### src/rtl/mux_scan_ctrl_if.sv
// ---------------------------------------------------------------------------
// mux_scan_ctrl_if
// Bundles every non-clock, non-reset signal of mux_scan_ctrl.
//   start     requester -> ctrl   start one scan (sampled only in IDLE)
//   data_in   requester -> ctrl   4-bit word to scan
//   a_out     ctrl -> mux         registered mux data inputs
//   sel       ctrl -> mux         registered mux select
//   mux_out   mux -> ctrl         single-bit mux result
//   busy      ctrl -> requester   scan in progress
//   done      ctrl -> requester   one-cycle completion pulse
//   word      ctrl -> requester   reassembled word
//   mismatch  ctrl -> requester   word != a_out, valid with done
// The slave modport is the controller; the master modport is its environment
// (requester plus the external mux).
// ---------------------------------------------------------------------------
interface mux_scan_ctrl_if;
  logic       start;
  logic [3:0] data_in;
  logic [3:0] a_out;
  logic [1:0] sel;
  logic       mux_out;
  logic       busy;
  logic       done;
  logic [3:0] word;
  logic       mismatch;

  modport master (
    output start, data_in, mux_out,
    input  a_out, sel, busy, done, word, mismatch
  );

  modport slave (
    input  start, data_in, mux_out,
    output a_out, sel, busy, done, word, mismatch
  );
endinterface

### src/rtl/mux_scan_ctrl.sv
// ---------------------------------------------------------------------------
// mux_scan_ctrl
// Drives a 4-bit word onto the data inputs of an external 4:1 mux, steps the
// select through 0..3, waits SETTLE cycles after each select change for the
// mux to settle, then samples the mux output into the matching bit of word.
// After the fourth sample a one-cycle done pulse reports the reassembled word
// and whether it differs from the driven word.
// Parameters:
//   SETTLE  settle cycles per select step, legal range 1..15
// Ports:
//   clk     rising-edge clock
//   rst     synchronous active-high reset (aborts any scan, no done pulse)
//   bus     mux_scan_ctrl_if.slave, see the interface file for members
// ---------------------------------------------------------------------------
module mux_scan_ctrl #(
  parameter int unsigned SETTLE = 2
) (
  input  logic           clk,
  input  logic           rst,
  mux_scan_ctrl_if.slave bus
);

  localparam logic [1:0] ST_IDLE   = 2'd0;
  localparam logic [1:0] ST_SETTLE = 2'd1;
  localparam logic [1:0] ST_SAMPLE = 2'd2;
  localparam logic [1:0] ST_DONE   = 2'd3;

  localparam logic [3:0] SETTLE_CNT = 4'(SETTLE);

  logic [1:0] state;
  logic [3:0] cnt;
  logic [3:0] a_out_q;
  logic [1:0] sel_q;
  logic [3:0] word_q;

  // The counter is loaded with SETTLE on every select change and the FSM
  // leaves SETTLE on the cycle the counter reads 1, so it spends exactly
  // SETTLE cycles there. Unsampled word bits keep the previous scan's value.
  always_ff @(posedge clk) begin
    if (rst) begin
      state   <= ST_IDLE;
      cnt     <= 4'd0;
      a_out_q <= 4'd0;
      sel_q   <= 2'd0;
      word_q  <= 4'd0;
    end else begin
      case (state)
        ST_IDLE: begin
          if (bus.start) begin
            a_out_q <= bus.data_in;
            sel_q   <= 2'd0;
            cnt     <= SETTLE_CNT;
            state   <= ST_SETTLE;
          end
        end
        ST_SETTLE: begin
          cnt <= cnt - 4'd1;
          if (cnt <= 4'd1) begin
            state <= ST_SAMPLE;
          end
        end
        ST_SAMPLE: begin
          word_q[sel_q] <= bus.mux_out;
          if (sel_q != 2'd3) begin
            sel_q <= sel_q + 2'd1;
            cnt   <= SETTLE_CNT;
            state <= ST_SETTLE;
          end else begin
            state <= ST_DONE;
          end
        end
        ST_DONE: begin
          state <= ST_IDLE;
        end
        default: begin
          state <= ST_IDLE;
        end
      endcase
    end
  end

  assign bus.a_out    = a_out_q;
  assign bus.sel      = sel_q;
  assign bus.word     = word_q;
  assign bus.busy     = (state != ST_IDLE);
  assign bus.done     = (state == ST_DONE);
  // Gated by DONE so mismatch never shows a stale comparison between scans.
  assign bus.mismatch = (state == ST_DONE) && (word_q != a_out_q);

endmodule

### src/flat_wrapper.sv
// flat-port wrapper written by rule: the top's interface ports become plain ports
module mux_scan_ctrl_flat 
#(
  parameter int unsigned SETTLE = 2
)
  (clk, rst, bus_start, bus_data_in, bus_mux_out, bus_a_out, bus_sel, bus_busy, bus_done, bus_word, bus_mismatch);
  mux_scan_ctrl_if bus_i ();
  input  logic clk;
  input  logic rst;
  input wire logic [$bits(bus_i.start)-1:0] bus_start;
  input wire logic [$bits(bus_i.data_in)-1:0] bus_data_in;
  input wire logic [$bits(bus_i.mux_out)-1:0] bus_mux_out;
  output wire logic [$bits(bus_i.a_out)-1:0] bus_a_out;
  output wire logic [$bits(bus_i.sel)-1:0] bus_sel;
  output wire logic [$bits(bus_i.busy)-1:0] bus_busy;
  output wire logic [$bits(bus_i.done)-1:0] bus_done;
  output wire logic [$bits(bus_i.word)-1:0] bus_word;
  output wire logic [$bits(bus_i.mismatch)-1:0] bus_mismatch;
  assign bus_i.start = bus_start;
  assign bus_i.data_in = bus_data_in;
  assign bus_i.mux_out = bus_mux_out;
  assign bus_a_out = bus_i.a_out;
  assign bus_sel = bus_i.sel;
  assign bus_busy = bus_i.busy;
  assign bus_done = bus_i.done;
  assign bus_word = bus_i.word;
  assign bus_mismatch = bus_i.mismatch;
  mux_scan_ctrl #(.SETTLE(SETTLE)) u_core (.clk(clk), .rst(rst), .bus(bus_i));
endmodule
### config.mk
export PLATFORM = sky130hd
export DESIGN_NAME = mux_scan_ctrl_flat
export DESIGN_NICKNAME = d
export VERILOG_FILES = /design/src/rtl/mux_scan_ctrl_if.sv /design/src/rtl/mux_scan_ctrl.sv /design/src/flat_wrapper.sv
export SDC_FILE = /design/constraint.sdc
export NUM_CORES = 1
export LEC_CHECK = 0
export ABC_CLOCK_PERIOD_IN_PS = 4500
export CORE_MARGIN = 8
export CORE_UTILIZATION = 25
export DETAILED_ROUTE_END_ITERATION = 7
export PLACE_DENSITY_LB_ADDON = 0.12
export SLEW_MARGIN = 5
export SYNTH_ARGS = -nofsm -noshare
export SYNTH_HDL_FRONTEND = slang
export SYNTH_SLANG_ARGS = --single-unit
export TNS_END_PERCENT = 30
### constraint.sdc
create_clock -name clk -period 4.5 [get_ports clk]
set_input_delay 0.9 -clock clk [delete_from_list [all_inputs] [get_ports clk]]
set_output_delay 0.9 -clock clk [all_outputs]
set_load 0.1 [all_outputs]
==> impl_metrics.ini, run 1 <==
[logic_synthesis]
seq_area_frac_synth_pct = 37.59
synth_top_area_share_pct = 37.59
postSynthAreaPerCell_um2 = 9.065
ys_top_cells_by_area = dfxtp_1, mux2i_1, ha_1
synth_common_cells = dfxtp_1, nor2_1, mux2i_1
synthMostInstantiatedCell = dfxtp_1
netlist-cell-type-count = 27
synth-seq-cells = 16
yosysTopAreaCell = dfxtp_1
ys.flop_type = dfxtp_1
yosysWarnings = 0
synth_fp_nets = 108
async_reset_ff_share_pct = 0
synth-edff-count = 0
synth_cells = 94
synth_area_um2 = 852.1

[worst_setup_path]
critPathRequiredTime_ns = 3.60
rr_startpoint = u_core.bus.sel[0]
cp-startpoint = u_core.state[1]
path_max_fanout = 16
critPathKind = reg -> out
end_kind = primary output
worstPathArrival_ns = 2.43
setup.worst_path.start_class = flop

[power]
clkPwrFrac_pct = 25.9
swShare_pct = 35.61
p_seq_share_pct = 44.6
leakagePower_nw = 0.4739
combPwrFrac_pct = 29.5
finalPower_w = 0.0003732
p_switching_w = 0.0001329
intPower_w = 0.0002403
peakVddDrop_mv = 0.1334
p_per_area_nw_per_um2 = 329.9

[drt]
drtAntennaViolNets = 0
vias = 700
routedWlPerCell_um = 12.31
drtIter0Drc = 31
drcViolationCount = 0
drt_first_pass_iters = 4
routed_via_density = 4.375
wl_um = 1969

[job]
drv_cap = 0

[grt]
gr-total-overflow = 0
grt_max_degree = 17
grt_pass1_vias = 633
grt_usage_pct = 7.686
antenna_found_initial = 0
grt_pass1_wl_um = 3263

[placed_design]
place_hpwl_um = 1487
gp_congestion = 0.7200
placed_area_um2 = 1095
io_buffers = 20
place_ws_ns = 1.502

[timing]
hold_viol_final = 0
worst_slack_ns = 1.175
relSlewSlack_pct = 34.18
setup_violations = 0
skew_ns = 0.001553
whs_ns = 0.5109
min_period_ns = 3.325
fin_tns_setup_ns = 0
min_period_over_period_pct = 73.89
slew_viol_final = 0
max_freq_ghz = 0.3007
grt_setup_unrepaired = no
worst-slew-pin-transition_ns = 0.9842

[clocking]
clk_pin_slew_worst_paths_ns = 0.10
htreeDepth = 1
numCtsBuffers = 3
insertion_delay_ns = 0.29
cts_buffer_depth = 2
clock_sinks = 16
ctsHoldBuffers = 0
ctsResizeCount = 0
tritoncts = yes
post-cts-setup-buffers = 0
cts_root_buffer = clkbuf_4

[floorplan]
ios = 21
design.die.area_um2 = 5532
fp.dieW_um = 74.38
coreArea_um2 = 3311
die_h_um = 74.38
rows = 21
start_util_pct = 25.74

[layout]
final_nets = 129
fin_area_um2 = 1131
fillCellCount = 367
syn2layout_area_growth_pct = 32.75
n_antenna_cell = 0
drive_gt1_share_pct = 6.140
register_area_um2 = 320.3
multi_input_area_um2 = 498.0

[hold_path]
worstHoldPathType = reg -> reg
min_from = u_core.cnt[2]

[outcome]
outcome = finished clean
## state kept, by name (all words and copies together), names as in the netlist
signal	count
u_core.bus.sel	2
u_core.bus.word	4
u_core.cnt	4
u_core.bus.a_out	4
u_core.state	2
## through the flow
stage	utilization (%)	cells
after floorplan	-	94
final	34.16	160
after detailed placement	33.07	156
after global placement	33.07	156
after global routing	34.16	160
after CTS	34.16	160
## worst paths after layout
path                            slack [ns]  depth (start not counted)             to
worst max-delay path                  1.17                          3   bus_mismatch
worst min-delay path                  0.51                          2  u_core.cnt[2]
worst max register to register        2.74                          4  u_core.cnt[3]
worst min register to register        0.51                          2  u_core.cnt[2]
## final cells by class
type	instances	share of cell area (%)
Multi-Input combinational cell	69	44.03
Timing Repair Buffer	20	17.70
Sequential cell	16	28.32
Inverter	5	1.659
Tap cell	46	5.089
Clock buffer	4	3.208
## cells by family (layout without fill, tap and decap cells)
family          Yosys count  after routing  synth area share, %
compound gates           18             18                13.80
xor+xnor                  4              4                4.111
fa+ha+maj                 6              6                8.810
buf+inv                   9             29                3.964
flops                    16             16                37.59
mux                       8              8                9.398
simple gates             33             33                22.32
## per-layer routing
metal / GRT usage, % / routed length, um / part of all wire (%) / vias up
met5: 0 / 0 / 0 / -
met4: 1.957 / 17 / 0.86 / 0
met3: 3.504 / 101 / 5.1 / 2
met2: 10.84 / 904 / 46 / 10
met1: 10.19 / 947 / 48 / 319
li1: - / - / - / 369
## cell usage in the layout, fill, tap and decap left out
master,instances
clkdlybuf4s50_1,20
dfxtp_1,16
nor2_1,9
mux2i_1,8
a21oi_1,6
ha_1,6
inv_1,5
and2_1,4
xor2_1,4
nand3b_1,4
o31ai_1,3
o21ai_0,3
nand2_1,3
clkbuf_4,3
or2_2,2
nor3_1,2
or4_1,2
nand2b_1,2
a211oi_1,2
o41a_1,1
o21a_1,1
or3_1,1
nor2b_1,1
or2b_1,1
o21bai_1,1
nor3b_2,1
a221oi_1,1
nor3b_1,1
clkbuf_8,1
## power groups by stage
stage / clock, W / sequential, W / combinational, W
after floorplan: 0 / 0.000191 / 0.0000609
after global placement: 0 / 0.000169 / 0.000111
after detailed placement: 0 / 0.000169 / 0.000111
after CTS: 0.000101 / 0.000166 / 0.000111
final: 0.0000966 / 0.000167 / 0.000110
after global routing: 0.000109 / 0.000169 / 0.000119
## worst max-delay path, stage by stage (launching register included)
cell	delay (ns)
dfxtp_1	0.64
and2_1	0.22
o41a_1	0.15
clkdlybuf4s50_1	1.13
Note: power is estimated with default switching activity, not from simulation.
==> run 2, diff against run 1 <==
ABC_CLOCK_PERIOD_IN_PS = 2840   (was 4500)
clock period = 2.84 ns   (was 4.5 ns; I/O delays follow)
==> run 2 against run 1 <==
Cell count shrank 0.63%. Critical endpoint unchanged. Final area shrank 4.0%. Worst setup slack lost 0.49 ns. Critical path type unchanged. Global-route usage grew 0.19 points. Non-clock buffer count is the same. Die area is the same. First-iteration DRC count shrank 39%. Power grew 49%. Routed wire length grew 1.2%. Largest cell class unchanged.
==> impl_metrics.ini, run 2 (synthesis gave the netlist of run 1 again) <==
[timing]
fin_tns_setup_ns = 0
min_period_over_period_pct = 75.90
slew_viol_final = 0
relSlewSlack_pct = 58.76
max_freq_ghz = 0.4639
min_period_ns = 2.156
setup_violations = 0
grt_setup_unrepaired = no
worst-slew-pin-transition_ns = 0.6167
hold_viol_final = 0
skew_ns = 0.01105

[worst_setup_path]
critPathRequiredTime_ns = 2.27
path_max_fanout = 16
rr_startpoint = u_core.bus.sel[0]
critPathKind = reg -> out
crit_chain = and2_1 -> o41a_2 -> buf_4
crit_slowest_cell = dfxtp_1
end_kind = primary output
max_stage_delay_ns = 0.65
critPathTopFamily = flip-flops
rrSetupSlack_ns = 1.10
setup.worst_path.start_class = flop
worstPathArrival_ns = 1.59
cp-startpoint = u_core.state[1]
critical_path_buf_inv_count = 1

[floorplan]
start_util_pct = 25.74
rows = 21
design.die.area_um2 = 5532
die_h_um = 74.38
coreArea_um2 = 3311
ios = 21
fp.dieW_um = 74.38

[hold_path]
worstHoldPathType = reg -> reg
min_from = u_core.cnt[3]

[clocking]
ctsResizeCount = 0
numCtsBuffers = 3
htreeDepth = 1
insertion_delay_ns = 0.28
clock_sinks = 16
clk_pin_slew_worst_paths_ns = 0.10
post-cts-setup-buffers = 0
cts_root_buffer = clkbuf_4
tritoncts = yes
cts_buffer_depth = 2
ctsHoldBuffers = 0

[grt]
grt_pass1_vias = 714
grt_pass1_wl_um = 3339
grt_max_degree = 17
grt_usage_pct = 7.877
gr-total-overflow = 0
antenna_found_initial = 0

[drt]
routed_via_density = 4.472
drt_first_pass_iters = 4
vias = 711
drcViolationCount = 0
drtIter0Drc = 19
wl_um = 1992
routedWlPerCell_um = 12.53
drtAntennaViolNets = 0

[layout]
fillCellCount = 378
final_cell_mix = dfxtp_1, buf_4, nor2_1, mux2i_1, clkdlybuf4s50_1
final_nets = 129
final_util_pct = 32.80
register_area_um2 = 320.3
n_antenna_cell = 0
layout_commonest_cell = dfxtp_1
multi_input_area_um2 = 499.2
syn2layout_area_growth_pct = 27.46
drive_gt1_share_pct = 17.70

[power]
p_per_area_nw_per_um2 = 510.9
peakVddDrop_mv = 0.2107
leakagePower_nw = 0.5002

[placed_design]
place_hpwl_um = 1495
io_buffers = 20
gp_congestion = 0.7142

[job]
drv_cap = 0

[outcome]
outcome = finished clean
-- run 2: metal layers --
metal  share of wire (%)  global-route usage, %
met2                  51                  12.68
met1                  44                  9.182
met5                   0                      0
met3                 3.2                  2.022
met4                 1.1                  4.565
-- run 2: worst min-delay path, cell delays in order (launching register included) --
cell and delay (ns):
dfxtp_1 0.34, o31ai_1 0.06, a211oi_1 0.06
-- run 2: area by class of cell --
class | instances | share of cell area, %
well taps | 46 | 5.300
flip-flops and latches | 16 | 29.49
multi-input cells | 69 | 45.97
inverters | 5 | 1.728
repair buffers | 20 | 15.44
clock buffers | 3 | 2.074
-- run 2: through the flow --
step	hold WS, ns	setup slack, ns	instances	power, W	area (um2)
floorplan	0.4616	0.1693	94	0.0003996	853.3
global placement	0.4898	0.8422	156	0.0004408	1064
detailed placement	0.4941	0.7944	156	0.0004425	1064
CTS	0.5089	0.6612	159	0.0005654	1086
global route	0.5223	0.5638	159	0.0005935	1086
finish	0.5010	0.6845	159	0.0005549	1086
-- run 2: worst paths after layout --
kind                            cells after the start       endpoint
worst max-delay path                                3   bus_mismatch
worst min-delay path                                2  u_core.cnt[3]
worst max register to register                      4  u_core.cnt[3]
worst min register to register                      2  u_core.cnt[3]
-- run 2: power breakdown --
| group | switching, W | internal, W |
|---|---|---|
| logic | 0.000112 | 0.0000589 |
| registers | 0.0000235 | 0.000241 |
| clock network | 0.0000706 | 0.0000492 |
